==> config.mk <==
export PLATFORM = sky130hd
export DESIGN_NAME = raster_scan_counter_flat
export DESIGN_NICKNAME = d
export VERILOG_FILES = /design/src/rtl/raster_scan_counter_if.sv /design/src/rtl/raster_scan_counter.sv /design/src/flat_wrapper.sv
export SDC_FILE = /design/constraint.sdc
export NUM_CORES = 1
export LEC_CHECK = 0
export ABC_AREA = 1
export CAP_MARGIN = 20
export CORE_UTILIZATION = 45
export DETAILED_ROUTE_END_ITERATION = 8
export GPL_ROUTABILITY_DRIVEN = 0
export HOLD_SLACK_MARGIN = 0.02
export PLACE_DENSITY = 0.72
export SYNTH_ARGS = -nofsm -noshare
export SYNTH_HDL_FRONTEND = slang
export SYNTH_SLANG_ARGS = --single-unit
export TNS_END_PERCENT = 50
==> constraint.sdc <==
create_clock -name clk -period 3.2 [get_ports clk]
set_clock_uncertainty 0.15 [all_clocks]
set_input_delay 0.48 -clock clk [delete_from_list [all_inputs] [get_ports clk]]
set_output_delay 0.48 -clock clk [all_outputs]
set_load 0.1 [all_outputs]
==> src/rtl/raster_scan_counter_if.sv <==
// Pixel-beat stream from the raster scan counter to the iteration engine.
// The producer drives valid, payload and flags; the consumer drives ready.
interface raster_scan_counter_if #(
    parameter int unsigned XW = 9,
    parameter int unsigned YW = 8,
    parameter int unsigned AW = 17
);
    logic          out_valid;
    logic          out_ready;
    logic [XW-1:0] x;
    logic [YW-1:0] y;
    logic [AW-1:0] addr;
    logic          sof;
    logic          eol;
    logic          eof;

    modport master (
        output out_valid, x, y, addr, sof, eol, eof,
        input  out_ready
    );

    modport slave (
        input  out_valid, x, y, addr, sof, eol, eof,
        output out_ready
    );
endinterface

==> src/rtl/raster_scan_counter.sv <==
// Raster-order pixel coordinate generator with single/continuous frame modes,
// abort, frame markers and a wrapping completed-frame counter.
module raster_scan_counter #(
    parameter int unsigned H_PIXELS = 320,
    parameter int unsigned V_PIXELS = 240,
    parameter int unsigned XW       = $clog2(H_PIXELS),
    parameter int unsigned YW       = $clog2(V_PIXELS),
    parameter int unsigned AW       = $clog2(H_PIXELS * V_PIXELS),
    parameter int unsigned FRAME_W  = 8
) (
    input  logic                        clk,
    input  logic                        rst,
    input  logic                        start,
    input  logic                        abort,
    input  logic                        continuous,
    raster_scan_counter_if.master       bus,
    output logic                        busy,
    output logic                        frame_done,
    output logic [FRAME_W-1:0]          frame_count
);

    localparam logic [0:0] StIdle = 1'b0;
    localparam logic [0:0] StScan = 1'b1;

    localparam logic [XW-1:0] XLast = XW'(H_PIXELS - 1);
    localparam logic [YW-1:0] YLast = YW'(V_PIXELS - 1);

    logic [0:0]         state_q, state_d;
    logic [XW-1:0]      x_q, x_d;
    logic [YW-1:0]      y_q, y_d;
    logic [AW-1:0]      addr_q, addr_d;
    logic [FRAME_W-1:0] frame_count_q, frame_count_d;
    logic               frame_done_q, frame_done_d;

    logic valid;
    logic accept;
    logic last_x;
    logic last_y;

    assign valid  = (state_q == StScan);
    assign accept = valid & bus.out_ready;
    assign last_x = (x_q == XLast);
    assign last_y = (y_q == YLast);

    always_comb begin
        state_d       = state_q;
        x_d           = x_q;
        y_d           = y_q;
        addr_d        = addr_q;
        frame_count_d = frame_count_q;
        frame_done_d  = 1'b0;

        // Abort wins over start and over a coincident last-pixel accept.
        if (abort) begin
            state_d = StIdle;
            x_d     = '0;
            y_d     = '0;
            addr_d  = '0;
        end else begin
            case (state_q)
                StIdle: begin
                    if (start) begin
                        state_d = StScan;
                    end
                end
                StScan: begin
                    if (accept) begin
                        if (last_x && last_y) begin
                            x_d           = '0;
                            y_d           = '0;
                            addr_d        = '0;
                            frame_count_d = frame_count_q + FRAME_W'(1);
                            frame_done_d  = 1'b1;
                            state_d       = continuous ? StScan : StIdle;
                        end else if (last_x) begin
                            x_d    = '0;
                            y_d    = y_q + YW'(1);
                            addr_d = addr_q + AW'(1);
                        end else begin
                            x_d    = x_q + XW'(1);
                            addr_d = addr_q + AW'(1);
                        end
                    end
                end
                default: state_d = StIdle;
            endcase
        end
    end

    always_ff @(posedge clk or posedge rst) begin
        if (rst) begin
            state_q       <= StIdle;
            x_q           <= '0;
            y_q           <= '0;
            addr_q        <= '0;
            frame_count_q <= '0;
            frame_done_q  <= 1'b0;
        end else begin
            state_q       <= state_d;
            x_q           <= x_d;
            y_q           <= y_d;
            addr_q        <= addr_d;
            frame_count_q <= frame_count_d;
            frame_done_q  <= frame_done_d;
        end
    end

    assign bus.out_valid = valid;
    assign bus.x         = x_q;
    assign bus.y         = y_q;
    assign bus.addr      = addr_q;
    assign bus.sof       = valid & (x_q == '0) & (y_q == '0);
    assign bus.eol       = valid & last_x;
    assign bus.eof       = valid & last_x & last_y;

    assign busy        = valid;
    assign frame_done  = frame_done_q;
    assign frame_count = frame_count_q;

endmodule
==> src/flat_wrapper.sv <==
// flat-port wrapper written by rule: the top's interface ports become plain ports
module raster_scan_counter_flat 
#(
    parameter int unsigned H_PIXELS = 320,
    parameter int unsigned V_PIXELS = 240,
    parameter int unsigned XW       = $clog2(H_PIXELS),
    parameter int unsigned YW       = $clog2(V_PIXELS),
    parameter int unsigned AW       = $clog2(H_PIXELS * V_PIXELS),
    parameter int unsigned FRAME_W  = 8
)
  (clk, rst, start, abort, continuous, busy, frame_done, frame_count, bus_out_valid, bus_x, bus_y, bus_addr, bus_sof, bus_eol, bus_eof, bus_out_ready);
  raster_scan_counter_if #(.XW(XW), .YW(YW), .AW(AW)) bus_i ();
  input  logic clk;
  input  logic rst;
  input  logic start;
  input  logic abort;
  input  logic continuous;
  output logic busy;
  output logic frame_done;
  output logic [FRAME_W-1:0] frame_count;
  output wire logic [$bits(bus_i.out_valid)-1:0] bus_out_valid;
  output wire logic [$bits(bus_i.x)-1:0] bus_x;
  output wire logic [$bits(bus_i.y)-1:0] bus_y;
  output wire logic [$bits(bus_i.addr)-1:0] bus_addr;
  output wire logic [$bits(bus_i.sof)-1:0] bus_sof;
  output wire logic [$bits(bus_i.eol)-1:0] bus_eol;
  output wire logic [$bits(bus_i.eof)-1:0] bus_eof;
  input wire logic [$bits(bus_i.out_ready)-1:0] bus_out_ready;
  assign bus_out_valid = bus_i.out_valid;
  assign bus_x = bus_i.x;
  assign bus_y = bus_i.y;
  assign bus_addr = bus_i.addr;
  assign bus_sof = bus_i.sof;
  assign bus_eol = bus_i.eol;
  assign bus_eof = bus_i.eof;
  assign bus_i.out_ready = bus_out_ready;
  raster_scan_counter #(.H_PIXELS(H_PIXELS), .V_PIXELS(V_PIXELS), .XW(XW), .YW(YW), .AW(AW), .FRAME_W(FRAME_W)) u_core (.clk(clk), .rst(rst), .start(start), .abort(abort), .continuous(continuous), .bus(bus_i), .busy(busy), .frame_done(frame_done), .frame_count(frame_count));
endmodule
==> reports/results.ini <==
[outcome]
status=completed

[clocking]
htreeDepth=2
cts_hold_buf=0
clkTransAtPathRegs_ps=80
cts_buffer_depth=2
postCtsResizedCells=0
cts_tree=built
numCtsBuffers=5
postCtsSetupBuffers=0
clock-sinks=44
ctsRootBufferMaster=clkbuf_8
insertion_delay_ps=300

[die]
rows=27
die_w_um=78.23
dieArea_sq_um=6120
start_util_pct=47.20
die_h_um=78.23
core_area_sq_um=5540
ioPinCount=54

[cells_and_area]
final.fill_count=565
multi_input_area_sq_um=1287
drive_gt1_share_pct=21.50
diodes=0
final_cells=472
layout_commonest_cell=nand2_1
seqCellArea_sq_um=1101
nets=411
final_cell_mix=nand2_1, buf_4, nor2_1
final_area_sq_um=3182
syn_to_final_growth_pct=21.67

[synthesis]
yosysWarnings=0
syn_inst=343
synth.area.top_cells=dfrtp_1, nand2_1, nor2_1
syn_nets=355
synth_top_area_share_pct=42.11
avgSynthCellArea_sq_um=7.624
syn_area_sq_um=2615
yosysSeqAreaShare_pct=42.11
yosys.area.top_type=dfrtp_1
ys_ff_latch=44
yosys.cell_types.count=31

[timing]
tns_ps=0
final-hold-violation-count=0
rsz0062_at_grt=false
tightestPinTransition_ps=718.9
slew_headroom_pct=51.78
slew_viol_final=0
setup_viol=0
min_period_ps=2508
period_share_pct=78.38
fmax_mhz=398.7

[power_and_ir_drop]
p_int_uw=778.1
power.share.clock_pct=31.9
power.density_nw_per_um2=356.7
netSwitchingPower_uw=356.8
p_sw_share_pct=31.44
ir_drop_uv=369.2
p_comb_share_pct=17.3
p_leak_uw=0.001568
seq_power_share_pct=50.8

[placement]
dp_hpwl_mm=4.269
io_buffers=53
placed_cell_area_sq_um=3089
placedCellCount=464

[flow_run]
max_cap_viol_count=0

[detailed_routing]
drc=0
viasPerCell=4.860
wl_mm=5.622
route.detailed.wl_per_inst_um=11.91
first_pass_iters=4
first_iter_violations=135
vias=2294
ant_nets=0

[critical_path]
r2r-start=u_core.bus.y[0]
setup.worst_path.class=reg2out
timing.rr.end=u_core.frame_count[6]
r2r_slack_ps=1260
crit_required_ps=2570
reg2reg_depth=8
cp_max_fo=6
crit_arrival_ps=1880
crit_path_end_kind=primary output
worstSetupStartpointType=register
cp-startpoint=u_core.bus.y[0]

[worst_hold_path]
hold_path.class=in2async

[global_route]
track_usage_pct=19.83
grt_max_degree=26
antenna_found_initial=0
grt_pass1_vias=2071
grt_pass1_wl_mm=9.522
globalRouteOverflowTotal=0

==> worst max-delay path, cell delays in order, from the launching register on <==
cell     delay (ps)
dfrtp_1         440
ha_1            240
nand3_2         110
inv_1            90
nand2_1         120
inv_1           120
nand2_4          80
nor2_1          100
buf_4           290
==> logic make-up (layout without fill, tap and decap cells) <==
family | Yosys count | after routing | synth area share, %
adder cells (fa/ha/maj) | 6 | 6 | 2.871
XOR/XNOR | 19 | 19 | 6.364
buffers and inverters | 55 | 112 | 8.852
AO/OA/AOI/OAI | 28 | 28 | 6.651
flip-flops | 44 | 44 | 42.11
AND/OR/NAND/NOR | 191 | 191 | 33.16
==> metrics by stage <==
stage / total power, uW / utilization (%) / setup slack [ps] / hold slack [ps]
2_1_floorplan: 736.8 / - / -463.7 / 467.2
3_3_place_gp: 783.2 / 55.76 / 867.6 / 360.7
3_5_place_dp: 783.7 / 55.76 / 840.6 / 369.0
4_1_cts: 1150 / 57.43 / 675.4 / 386.2
5_1_grt: 1184 / 57.43 / 556.4 / 430.1
6_report: 1135 / 57.43 / 691.8 / 369.8
==> per-layer routing <==
metal | track usage (%) | up-vias | wire, um
li1 | - | 1191 | -
met1 | 26.58 | 1059 | 2671
met2 | 31.93 | 37 | 2668
met3 | 3.140 | 7 | 203
met4 | 8.148 | 0 | 78
met5 | 0 | - | 0
==> registers in the layout, summed over array words and instances, names as in the netlist <==
register and count:
u_core.frame_count 8, u_core.bus.out_valid 1, u_core.bus.y 8, u_core.frame_done 1, u_core.bus.addr 17, u_core.bus.x 9
==> area by class of cell <==
| type | instances | share of cell area (%) |
|---|---|---|
| multi-input cells | 244 | 40.46 |
| flip-flops and latches | 44 | 34.60 |
| repair buffers | 54 | 13.13 |
| inverters | 50 | 6.056 |
| well taps | 72 | 2.831 |
| clock buffers | 6 | 2.595 |
| clock inverters | 2 | 0.3146 |
==> power groups by stage <==
stage                     sequential, uW  combinational, uW  clock, uW
after floorplan                      651               85.6          0
after global placement               587                196          0
after detailed placement             587                197          0
after CTS                            577                198        375
after global routing                 579                210        395
final                                577                196        362
==> worst max-delay path by stage <==
stage | slack (ps) | endpoint
after detailed placement | 840 | u_core.bus.x[5]
after global routing | 560 | bus_eof
after floorplan | -460 | bus_eof
after global placement | 870 | u_core.bus.x[5]
final | 690 | bus_eof
after CTS | 680 | bus_eof
==> Yosys cell counts <==
cell type  number
a21oi_1         6
a31oi_1         1
buf_2           1
buf_4           3
buf_6           1
dfrtp_1        44
ha_1            6
inv_1          46
inv_2           2
inv_4           2
nand2_1        88
nand2_2         3
nand2_4         2
nand3_1        22
nand3_2         2
nand3b_1        2
nand4_1        12
nand4_2         1
nor2_1         48
nor2_2          5
nor2_4          3
nor3_1          1
nor4_1          1
o21ai_0        10
o21ai_1         2
o21ai_2         7
o21bai_1        1
o41ai_1         1
or2_2           1
xnor2_1         7
xor2_1         12
(Power assumes the default switching activity.)
